[config.mk]
export PLATFORM = sky130hd
export DESIGN_NAME = game_tick_gen
export DESIGN_NICKNAME = d
export VERILOG_FILES = /design/src/rtl/game_clk_pkg.sv /design/src/rtl/tick_channel.sv /design/src/rtl/game_tick_gen.sv
export SDC_FILE = /design/constraint.sdc
export NUM_CORES = 1
export LEC_CHECK = 0
export ABC_AREA = 1
export CELL_PAD_IN_SITES_DETAIL_PLACEMENT = 0
export CELL_PAD_IN_SITES_GLOBAL_PLACEMENT = 1
export CORE_MARGIN = 3
export CORE_UTILIZATION = 39
export CTS_CLUSTER_DIAMETER = 150
export DETAILED_ROUTE_END_ITERATION = 7
export GPL_ROUTABILITY_DRIVEN = 1
export PLACE_DENSITY = 0.88
export SETUP_SLACK_MARGIN = 0.5
export SYNTH_ARGS = -nofsm -noshare
export SYNTH_HDL_FRONTEND = slang
export SYNTH_SLANG_ARGS = --single-unit
[constraint.sdc]
create_clock -name clk -period 4.5 [get_ports clk]
set_clock_uncertainty 0.1 [all_clocks]
set_input_delay 0.9 -clock clk [delete_from_list [all_inputs] [get_ports clk]]
set_output_delay 0.9 -clock clk [all_outputs]
set_load 0.005 [all_outputs]
[src/rtl/game_clk_pkg.sv]
// Shared timing constants for the game clocking block.
// The board clock rate, the VGA pixel rate and the speed-up input width live here.
package game_clk_pkg;

    localparam int CLK_HZ      = 50_000_000;
    localparam int PIX_HZ      = 25_000_000;
    localparam int DEFAULT_DIV = CLK_HZ / 40;
    localparam int SPEED_W     = 2;

endpackage

[src/rtl/tick_channel.sv]
// One game-update tick channel.
// It holds a programmable divisor, a modulo counter, a one-cycle tick and a toggling level.
module tick_channel #(
    parameter int CNT_W       = 22,
    parameter int DEFAULT_DIV = game_clk_pkg::DEFAULT_DIV
) (
    input  logic                             clk,
    input  logic                             rst_n,
    input  logic                             we,
    input  logic                             pause,
    input  logic [game_clk_pkg::SPEED_W-1:0] speed,
    input  logic [CNT_W-1:0]                 div_in,
    output logic                             tick,
    output logic                             level
);
    import game_clk_pkg::*;

    logic [CNT_W-1:0] div_q;
    logic [CNT_W-1:0] cnt_q;
    logic [CNT_W-1:0] div_shift;
    logic [CNT_W-1:0] div_eff;
    logic [CNT_W-1:0] last;

    // The clamp happens before the subtraction, so last can never underflow.
    always_comb begin
        div_shift = div_q >> speed;
        div_eff   = (div_shift == '0) ? CNT_W'(1) : div_shift;
        last      = div_eff - CNT_W'(1);
    end

    always_ff @(posedge clk) begin
        if (!rst_n) begin
            div_q <= CNT_W'(DEFAULT_DIV);
            cnt_q <= '0;
            tick  <= 1'b0;
            level <= 1'b0;
        end else if (we) begin
            div_q <= div_in;
            cnt_q <= '0;
            tick  <= 1'b0;
        end else if (pause) begin
            tick  <= 1'b0;
        end else if (cnt_q >= last) begin
            // >= rather than == so that a speed-up mid-count wraps at once.
            cnt_q <= '0;
            tick  <= 1'b1;
            level <= ~level;
        end else begin
            cnt_q <= cnt_q + CNT_W'(1);
            tick  <= 1'b0;
        end
    end

endmodule

[src/rtl/game_tick_gen.sv]
// Game timing generator: the VGA pixel clock-enable plus NUM_CH programmable tick channels.
// All outputs are enables in the board clock domain.
module game_tick_gen #(
    parameter int NUM_CH      = 2,
    parameter int CNT_W       = 22,
    parameter int PIX_DIV     = 2,
    parameter int DEFAULT_DIV = game_clk_pkg::DEFAULT_DIV,
    localparam int CH_W       = (NUM_CH > 1) ? $clog2(NUM_CH) : 1
) (
    input  logic                             clk,
    input  logic                             rst_n,
    input  logic                             pause_i,
    input  logic [game_clk_pkg::SPEED_W-1:0] speed_i,
    input  logic                             cfg_we_i,
    input  logic [CH_W-1:0]                  cfg_ch_i,
    input  logic [CNT_W-1:0]                 cfg_div_i,
    output logic                             pix_ce_o,
    output logic [NUM_CH-1:0]                tick_o,
    output logic [NUM_CH-1:0]                level_o
);
    import game_clk_pkg::*;

    localparam int PIX_W = $clog2(PIX_DIV);
    localparam logic [PIX_W-1:0] PIX_LAST = PIX_W'(PIX_DIV - 1);

    logic [PIX_W-1:0] pix_cnt;

    // The pixel enable ignores pause, speed and configuration writes.
    always_ff @(posedge clk) begin
        if (!rst_n) begin
            pix_cnt  <= '0;
            pix_ce_o <= 1'b0;
        end else if (pix_cnt == PIX_LAST) begin
            pix_cnt  <= '0;
            pix_ce_o <= 1'b1;
        end else begin
            pix_cnt  <= pix_cnt + PIX_W'(1);
            pix_ce_o <= 1'b0;
        end
    end

    // An out-of-range channel index matches no channel, so the write is dropped.
    for (genvar i = 0; i < NUM_CH; i++) begin : g_ch
        logic ch_we;

        assign ch_we = cfg_we_i && (cfg_ch_i == CH_W'(i));

        tick_channel #(
            .CNT_W      (CNT_W),
            .DEFAULT_DIV(DEFAULT_DIV)
        ) u_channel (
            .clk   (clk),
            .rst_n (rst_n),
            .we    (ch_we),
            .pause (pause_i),
            .speed (speed_i),
            .div_in(cfg_div_i),
            .tick  (tick_o[i]),
            .level (level_o[i])
        );
    end

endmodule

==> results of run 1 <==
-- layout make-up --
type | count | area, µm²
repair buffers | 203 | 1820
fillers | 1659 | 7460
clock buffers | 11 | 233
multi-input cells | 908 | 5410
repair inverters | 1 | 11.3
well taps | 225 | 282
flip-flops and latches | 94 | 1880
clock inverters | 5 | 82.6
inverters | 87 | 360
-- layer usage --
layer  track usage (%)  wire length (µm)  vias up
met5                 0                 0        -
met4              7.80               604        0
met3              2.34               757       40
met2              35.1             10600      168
met1              25.8              9470     3582
li1                  -                 -     4044
-- sequential cells by signal (all words and copies together) (netlist names) --
signal and count:
g_ch.u_channel.cnt_q 44, g_ch.u_channel.level 2, g_ch.u_channel.tick 2, pix_ce_o 1, pix_cnt 1, g_ch.u_channel.div_q 44
-- Yosys cell counts (all sizes together), types with 2 or more instances --
master | instances | area share [%]
o211ai | 3 | 0.32
buf | 26 | 2.8
clkbuf | 13 | 0.69
nand2 | 355 | 19
nor3b | 9 | 0.95
a21oi | 34 | 2.4
dfxtp | 94 | 26
nand3 | 123 | 8.8
xor2 | 27 | 3.3
xnor2 | 15 | 1.8
o21ai | 47 | 3.4
nor3 | 26 | 2.2
o21bai | 7 | 0.74
nand4 | 24 | 2.2
nand3b | 4 | 0.42
a21boi | 2 | 0.21
inv | 86 | 4.6
ha | 48 | 8.5
nor2 | 170 | 9.6
nor4 | 4 | 0.35
-- power by group --
group          internal [W]  switching, W
Combinational      0.000334      0.000376
Sequential         0.000861     0.0000276
Clock              0.000490      0.000342
Total               0.00168      0.000746
-- repair_timing --
action                                  4_1_cts  5_1_grt
buffers inserted                             36       15
gates resized for setup                      38      124
endpoints found under the setup margin       48       48
cloned                                        3        6
endpoints found under the hold margin         0        0
pin swaps                                    32       74
-- worst max-delay path: cells and delay by family --
kind / cells / cell delay, ps
AND/OR/NAND/NOR: 17 / 1530
buffers and inverters: 10 / 940
AO/OA/AOI/OAI: 3 / 360
adder cells (fa/ha/maj): 2 / 330
XOR/XNOR: 1 / 160
-- logic make-up (layout without fill, tap and decap cells) --
family | after synthesis | count (layout)
fa+ha+maj | 48 | 48
simple gates | 719 | 722
buf+inv | 126 | 307
xor+xnor | 42 | 42
compound gates | 96 | 96
flops | 94 | 94
-- stage by stage --
step | cell area [µm²] | hold slack [ps]
floorplan | 7350 | 292
global placement | 8580 | 298
detailed placement | 8580 | 303
CTS | 9370 | 314
global route | 10100 | 332
finish | 10100 | 315
-- worst paths after layout --
kind | from | endpoint | cells past startpoint
worst max-delay path | speed_i[0] | g_ch[1].u_channel.cnt_q[3] | 33
worst min-delay path | pix_cnt | pix_cnt | 1
worst min register to register | pix_cnt | pix_cnt | 1
worst max register to register | g_ch[1].u_channel.div_q[14] | g_ch[1].u_channel.level | 26
==> impl_metrics.yaml, run 1 <==
status:
  status: "finished, final reports clean"
global_route:
  grt_max_degree: 46
  first_global_vias: 7184
  antenna_found_initial: 0
  grt_pass1_wl_um: 33400
  grt-ovfl-total: 0
  grt_usage_pct: 20.3
timing:
  fmax_mhz: 246
  tightestPinTransition_ps: 1150
  slew_headroom_pct: 23.0
  slew_viol_final: 0
  fin_ws_ps: 435
  rsz0062_at_grt: "yes"
  tns_ps: 0
  fin_crit_sh_pct: 90.3
  finalSetupViolCount: 0
  hold_viol_final: 0
  fin_crit_ps: 4060
setup_path:
  slowest_stage: "nor3b_2"
  crit_fanout: 8
  critical_path_class: "in2reg"
  rrSetupSlack_ps: 1060
  slowest_delay_ps: 200
  arrival_ps: 4250
  end_kind: "register"
  required_ps: 4680
  cp-start-kind: "input port"
  cpMostUsedCell: "nand2_2"
cells_and_area:
  synthToLayoutAreaGrowth_pct: 41.8
  final_common_cell: "nand2_1"
  fin_cells: 1534
  nets: 1381
  diodes: 0
  drive_gt1_share_pct: 29.5
  post-route-util_pct: 57.4
  final_cell_mix: "nand2_1 (263), buf_4 (148), nor2_1 (141), nand3_1 (98), dfxtp_1 (94)"
drt:
  first_pass_iters: 5
  antenna_left: 0
  drt-total-wl_um: 21400
  drt_iter0_markers: 427
  routedWlPerCell_um: 14.0
  vias_per_cell: 5.11
  vias: 7834
  drcViolationCount: 0
placed_design:
  gp_congestion: 0.848
  port_buffers: 33
  place_hpwl_um: 15300
  preCtsSetupSlack_ps: -342
  numPlacedInstances: 1458
clock_tree:
  cts_tree: "done"
  cts_buffer_depth: 2
  path_clk_slew_ps: 70
  clock_latency_ps: 350
  ctsHoldBuffers: 0
  cts_buffers: 9
  root_buffer: "clkbuf_16"
  htreeDepth: 3
  cts_sinks: 94
logic_synthesis:
  ys_warn_count: 0
  netlist_area_um2: 7100
  synthCells: 1125
  synth_fp_nets: 1202
  ys_seq_elements: 94
  async_flop_share_pct: 0
  avgSynthCellArea_um2: 6.31
  synthSimpleGateAreaFrac_pct: 44.3
  ys_types: 41
  yosysSeqAreaShare_pct: 26.5
  synth_ff_type: "dfxtp_1"
  synth_mux_area_share_pct: 0
  synth_edf_count: 0
  synth_compound_area_share_pct: 7.40
  synth_xor_area_share_pct: 5.18
  synth_top_family_by_area: "simple AND/OR/NAND/NOR gates"
  synth_fa_ha_area_share_pct: 8.46
floorplanning:
  coreArea_um2: 17500
  die_area_um2: 19900
  chipWidth_um: 141
  initial_core_util_pct: 40.5
  core.rowCount: 48
  die_y_um: 141
  ios: 34
power_and_ir_drop:
  power_density_nw_per_um2: 241
  irDropWorstVdd_uv: 221
  leakagePower_nw: 4.54
  finalPower_w: 0.00243
hold_path:
  hold_class: "reg2reg"
flow_run:
  cap_violations: 0
Note: power is estimated with default switching activity, not from simulation.
==> run 2: changes to the inputs <==
- HOLD_SLACK_MARGIN: not set -> 0.1
==> results of run 2 <==
Same layout as run 1: the final DEF is identical, and so are final timing and power.
